**config.mk**
```make
export PLATFORM = sky130hd
export DESIGN_NAME = run_ctrl_stats
export DESIGN_NICKNAME = d
export VERILOG_FILES = /design/src/rtl/run_ctrl_stats_pkg.sv /design/src/rtl/sat_counter.sv /design/src/rtl/run_ctrl_stats.sv
export SDC_FILE = /design/constraint.sdc
export NUM_CORES = 1
export LEC_CHECK = 0
export BUFFER_PORTS_ARGS = -buffer_cell sky130_fd_sc_hd__clkbuf_2
export CAP_MARGIN = 0
export CORE_MARGIN = 8
export CORE_UTILIZATION = 45
export DETAILED_ROUTE_END_ITERATION = 16
export PLACE_DENSITY_LB_ADDON = 0.08
export RECOVER_POWER = 100
export SKIP_LAST_GASP = 1
export SLEW_MARGIN = 10
export SYNTH_ARGS = -nofsm -noshare
export SYNTH_HDL_FRONTEND = slang
export SYNTH_SLANG_ARGS = --single-unit
export TNS_END_PERCENT = 30
```
**constraint.sdc**
```tcl
create_clock -name CLK -period 2.64 [get_ports CLK]
set_input_delay 0.132 -clock CLK [delete_from_list [all_inputs] [get_ports CLK]]
set_output_delay 0.132 -clock CLK [all_outputs]
set_load 0.02 [all_outputs]
```
**src/rtl/run_ctrl_stats_pkg.sv**
```systemverilog
// Shared types and constants for the run-control / statistics unit.
package run_ctrl_stats_pkg;

    typedef enum logic [1:0] {
        StRun    = 2'd0,
        StPaused = 2'd1,
        StExited = 2'd2
    } state_e;

    localparam logic [2:0] CH_PRINT = 3'd0;
    localparam logic [2:0] CH_INSTR = 3'd1;
    localparam logic [2:0] CH_BR    = 3'd2;
    localparam logic [2:0] CH_TAKEN = 3'd3;
    localparam logic [2:0] CH_JUMP  = 3'd4;
    localparam logic [2:0] CH_PC    = 3'd5;
    localparam logic [2:0] CH_STATE = 3'd6;
    localparam logic [2:0] CH_ZERO  = 3'd7;

    localparam int unsigned DEF_EXIT_CODE  = 10;
    localparam int unsigned DEF_PRINT_CODE = 34;

endpackage

```
**src/rtl/sat_counter.sv**
```systemverilog
// Up-counter that sticks at all-ones instead of wrapping.
module sat_counter #(
    parameter int unsigned W = 32
) (
    input  logic         CLK,
    input  logic         rst,
    input  logic         inc,
    output logic [W-1:0] q
);

    always_ff @(posedge CLK or negedge rst) begin
        if (!rst) begin
            q <= '0;
        end else if (inc && (q != '1)) begin
            q <= q + W'(1);
        end
    end

endmodule

```
**src/rtl/run_ctrl_stats.sv**
```systemverilog
// Run control (exit / print-pause / breakpoint / single-step) gating PC advance,
// plus retire statistics and a registered display channel mux.
module run_ctrl_stats
    import run_ctrl_stats_pkg::*;
#(
    parameter int unsigned DATA_W         = 32,
    parameter int unsigned PC_W           = 32,
    parameter int unsigned EXIT_CODE      = DEF_EXIT_CODE,
    parameter int unsigned PRINT_CODE     = DEF_PRINT_CODE,
    parameter bit          PAUSE_ON_PRINT = 1'b1
) (
    input  logic              CLK,
    input  logic              rst,
    input  logic              go,
    input  logic              step_mode,
    input  logic              syscall,
    input  logic [DATA_W-1:0] v0,
    input  logic [DATA_W-1:0] a0,
    input  logic [PC_W-1:0]   pc,
    input  logic              is_branch,
    input  logic              branch_taken,
    input  logic              is_jump,
    input  logic              bp_en,
    input  logic [PC_W-1:0]   bp_addr,
    input  logic [2:0]        disp_sel,
    output logic              pc_enable,
    output logic              halted,
    output logic              paused,
    output logic [DATA_W-1:0] disp_data
);

    state_e            state_q, state_d;
    logic              go_q;
    logic              bp_skip_q, bp_skip_d;
    logic [DATA_W-1:0] print_q, print_d;
    logic [DATA_W-1:0] disp_d;
    logic [DATA_W-1:0] instr_cnt, br_cnt, taken_cnt, jump_cnt;
    logic              go_rise, is_exit, is_print, bp_hit;

    assign go_rise  = go & ~go_q;
    assign is_exit  = syscall && (v0 == DATA_W'(EXIT_CODE));
    assign is_print = syscall && (v0 == DATA_W'(PRINT_CODE));
    // bp_skip lets the instruction we paused on retire once after resuming.
    assign bp_hit   = bp_en && (pc == bp_addr) && !bp_skip_q;

    always_ff @(posedge CLK or negedge rst) begin
        if (!rst) begin
            state_q   <= StRun;
            go_q      <= 1'b0;
            bp_skip_q <= 1'b0;
            print_q   <= '0;
            disp_data <= '0;
        end else begin
            state_q   <= state_d;
            go_q      <= go;
            bp_skip_q <= bp_skip_d;
            print_q   <= print_d;
            disp_data <= disp_d;
        end
    end

    always_comb begin
        state_d   = state_q;
        bp_skip_d = bp_skip_q;
        print_d   = print_q;
        pc_enable = 1'b0;
        unique case (state_q)
            StRun: begin
                if (is_exit) begin
                    state_d = StExited;
                end else if (bp_hit) begin
                    state_d = StPaused;
                end else begin
                    pc_enable = 1'b1;
                    bp_skip_d = 1'b0;
                    if (is_print) begin
                        print_d = a0;
                        if (PAUSE_ON_PRINT) state_d = StPaused;
                    end
                    if (step_mode) state_d = StPaused;
                end
            end
            StPaused: begin
                if (go_rise) begin
                    state_d   = StRun;
                    bp_skip_d = 1'b1;
                end
            end
            StExited: ;
            default: state_d = StRun;
        endcase
    end

    assign halted = (state_q == StExited);
    assign paused = (state_q == StPaused);

    sat_counter #(.W(DATA_W)) u_instr_cnt (
        .CLK (CLK),
        .rst (rst),
        .inc (pc_enable),
        .q   (instr_cnt)
    );

    sat_counter #(.W(DATA_W)) u_jump_cnt (
        .CLK (CLK),
        .rst (rst),
        .inc (pc_enable & is_jump),
        .q   (jump_cnt)
    );

    sat_counter #(.W(DATA_W)) u_br_cnt (
        .CLK (CLK),
        .rst (rst),
        .inc (pc_enable & is_branch),
        .q   (br_cnt)
    );

    sat_counter #(.W(DATA_W)) u_taken_cnt (
        .CLK (CLK),
        .rst (rst),
        .inc (pc_enable & is_branch & branch_taken),
        .q   (taken_cnt)
    );

    always_comb begin
        disp_d = '0;
        unique case (disp_sel)
            CH_PRINT: disp_d = print_q;
            CH_INSTR: disp_d = instr_cnt;
            CH_BR:    disp_d = br_cnt;
            CH_TAKEN: disp_d = taken_cnt;
            CH_JUMP:  disp_d = jump_cnt;
            CH_PC:    disp_d = DATA_W'(pc);
            CH_STATE: disp_d = DATA_W'({halted, paused});
            CH_ZERO:  disp_d = '0;
            default:  disp_d = '0;
        endcase
    end

endmodule

```
==> out/qor.yml <==
synth_edf_count: 0
finClkSkew_ns: 0.0207
crit_slowest_cell: "nor3_1"
ir_worst_vdd_mv: 0.426
die_w_um: 167
cts_sinks: 196
mostFrequentLayoutCell: "dfrtp_1"
status: "complete, but fails checks"
dpl.cell_count: 1460
setup_ws_ns: 0.118
clk_transition_reported_paths_ns: 0.09
num-fill-cells: 2039
nets: 1373
layout_common_cells: "dfrtp_1 (196), clkbuf_2 (142), xnor2_1 (107)"
end_kind: "flip-flop"
total_leakage_power_nw: 5.95
violations: "max-capacitance violations, max-slew violations"
tritoncts: "yes"
synth_fp_nets: 1103
finalCritPeriodShare: 0.955
path_class: "flip-flop to flip-flop"
grt_pass1_vias: 8911
maxCapViolations: 1
io_pins: 175
pre_cts_ws_ns: -0.0531
max_freq_mhz: 396
worstPathCellList: "nor2_1 > o41ai_4 > buf_12 > nor3_1 > buf_4 > nand4_1 > xnor2_1"
max_stage_delay_ns: 0.79
min_path_type: "input pin to flip-flop"
final-instance-count-excl-fill: 1527
postSynthAreaPerCell_um2: 10.7
grt_pass1_wl_um: 51600
synth_flop_cell: "dfrtp_1"
htreeDepth: 4
synth_cells: 959
hold_viol_final: 0
ys_ff_latch: 196
ys_types: 51
postCtsSetupRepairBufs: 0
drtPass1Iterations: 5
antenna_found_initial: 0
clk_latency_ns: 0.45
synth-xor-area-share: 0.134
crit_fanout: 8
cts_buffers: 17
ys_warn_count: 0
ant_nets: 0
drc: 0
yosysSeqAreaShare: 0.480
syn_area_um2: 10200
p_per_area_nw_per_um2: 596
wl_um: 33000
wl_per_cell_um: 21.6
coreArea_um2: 22400
syn2layout_area_growth_pct: 25.6
rsz0062_at_grt: "true"
cts_max_path_buffers: 2
rows: 55
synthAdderAreaFrac: 0.00490
grt_max_degree: 75
grt_overflow: 0
gp_congestion: 0.896
worstMarginPinSlew_ns: 1.97
synth_compound_area_frac: 0.0836
dieArea_um2: 27800
vias: 8554
yosys.area_share.simple: 0.183
min_period_ns: 2.52
worstPathArrival_ns: 2.85
portBuffers: 174
synthArstFlopShare: 1.00
diodes: 0
yosys-mux-area-fraction: 0.0895
start_kind: "flip-flop"
viasPerCell: 5.60
track_usage: 0.240
fp.dieH_um: 167
start_util: 0.455
relSlewSlack: -0.311
cts-root-buf: "clkbuf_16"
setup_violations: 0
first_iter_violations: 620
required_ns: 2.97
synth_top_family_by_area: "simple AND/OR/NAND/NOR gates"
drive_gt1_frac: 0.216
dp_hpwl_um: 25500
drv_slew: 74
per-layer routing:
metal / global-route usage / wire [µm]
met5: 0 / 0
met2: 0.376 / 15200
met4: 0.0936 / 1120
met3: 0.0485 / 1870
met1: 0.324 / 14800
critical path: cells and delay by family (launching register included):
family                 cells  cell delay (ns)
AND/OR/NAND/NOR            3             1.20
buffers and inverters      2             0.46
AO/OA/AOI/OAI              1             0.17
XOR/XNOR                   1             0.15
flip-flops                 1             0.42
sequential cells by signal, summed over array words and instances, names as in the netlist:
register and cells:
u_jump_cnt.q 32, bp_skip_q 1, u_taken_cnt.q 32, disp_data 32, state_q 2, u_br_cnt.q 32, print_q 32, u_instr_cnt.q 32
go_q 1
kinds of logic after synthesis:
kind of cell / Yosys count
simple gates: 340
mux: 86
fa+ha+maj: 4
compound gates: 118
flops: 196
xor+xnor: 156
buf+inv: 59
cells in the mapped netlist, drive strengths merged (2+ instances only):
cell type	instances	area, µm²
nand2	81	312
mux2i	43	430
ha	4	50.1
inv	13	48.8
nand4	58	363
xnor2	107	937
nor3	19	100
mux2	43	484
dfrtp	196	4900
o21a	29	218
a21boi	9	67.6
nand3	57	285
and3	34	213
xor2	49	429
buf	15	91.3
o22ai	24	150
clkbuf	31	118
nor4b	2	30.0
o31ai	2	15.0
nor4	20	144
a21oi	15	75.1
nor3b	2	20.0
nor2b	2	12.5
a311oi	2	17.5
nor2	29	109
and2	11	68.8
and4	17	149
nand4b	3	26.3
o221ai	22	193
o21ai	9	45.0
through the flow:
stage | utilization | instance area [µm²] | TNS (ns) | hold slack (ns) | total power, mW
floorplan | - | 10200 | 0 | -0.164 | 4.17
global placement | 0.534 | 12000 | -2.35 | 0.214 | 4.95
detailed placement | 0.534 | 12000 | -1.07 | 0.216 | 4.95
CTS | 0.578 | 13000 | 0 | 0.0207 | 7.70
global route | 0.572 | 12800 | -0.284 | 0.0711 | 7.93
finish | 0.572 | 12800 | 0 | 0.0246 | 7.64
final timing paths:
kind | cells after the start | endpoint | start | slack [ns]
setup / recovery | 7 | u_instr_cnt.q[8] | state_q[0] | 0.12
hold / removal | 3 | u_jump_cnt.q[28] | is_jump | 0.02
setup reg to reg | 7 | u_instr_cnt.q[8] | state_q[0] | 0.12
hold reg to reg | 1 | state_q[1] | state_q[0] | 0.49
max in group asynchronous | 3 | disp_data[3] | rst | 0.45
min in group asynchronous | 2 | u_instr_cnt.q[1] | rst | 0.77
cell type report:
| class | instances | area [µm²] | area share |
|---|---|---|---|
| clock buffer | 17 | 425 | 0.0332 |
| clock inverter | 15 | 199 | 0.0155 |
| inverter | 13 | 48.8 | 0.00380 |
| multi-input combinational | 704 | 5060 | 0.395 |
| sequential | 196 | 4900 | 0.382 |
| tap | 285 | 357 | 0.0278 |
| timing repair buffer | 297 | 1830 | 0.143 |
where the power goes:
group	leakage, nW	internal [mW]	switching, mW
clock network	0.301	1.31	1.41
logic	3.01	0.645	0.867
registers	2.65	3.22	0.194
timing repair:
| item | CTS | global route |
|---|---|---|
| cloned | 0 | 0 |
| hold buffers | 35 | 0 |
| resized for setup | 1 | 3 |
| setup endpoints to repair | 8 | 23 |
| hold endpoints to repair | 103 | 0 |
Note: power is estimated with default switching activity, not from simulation.
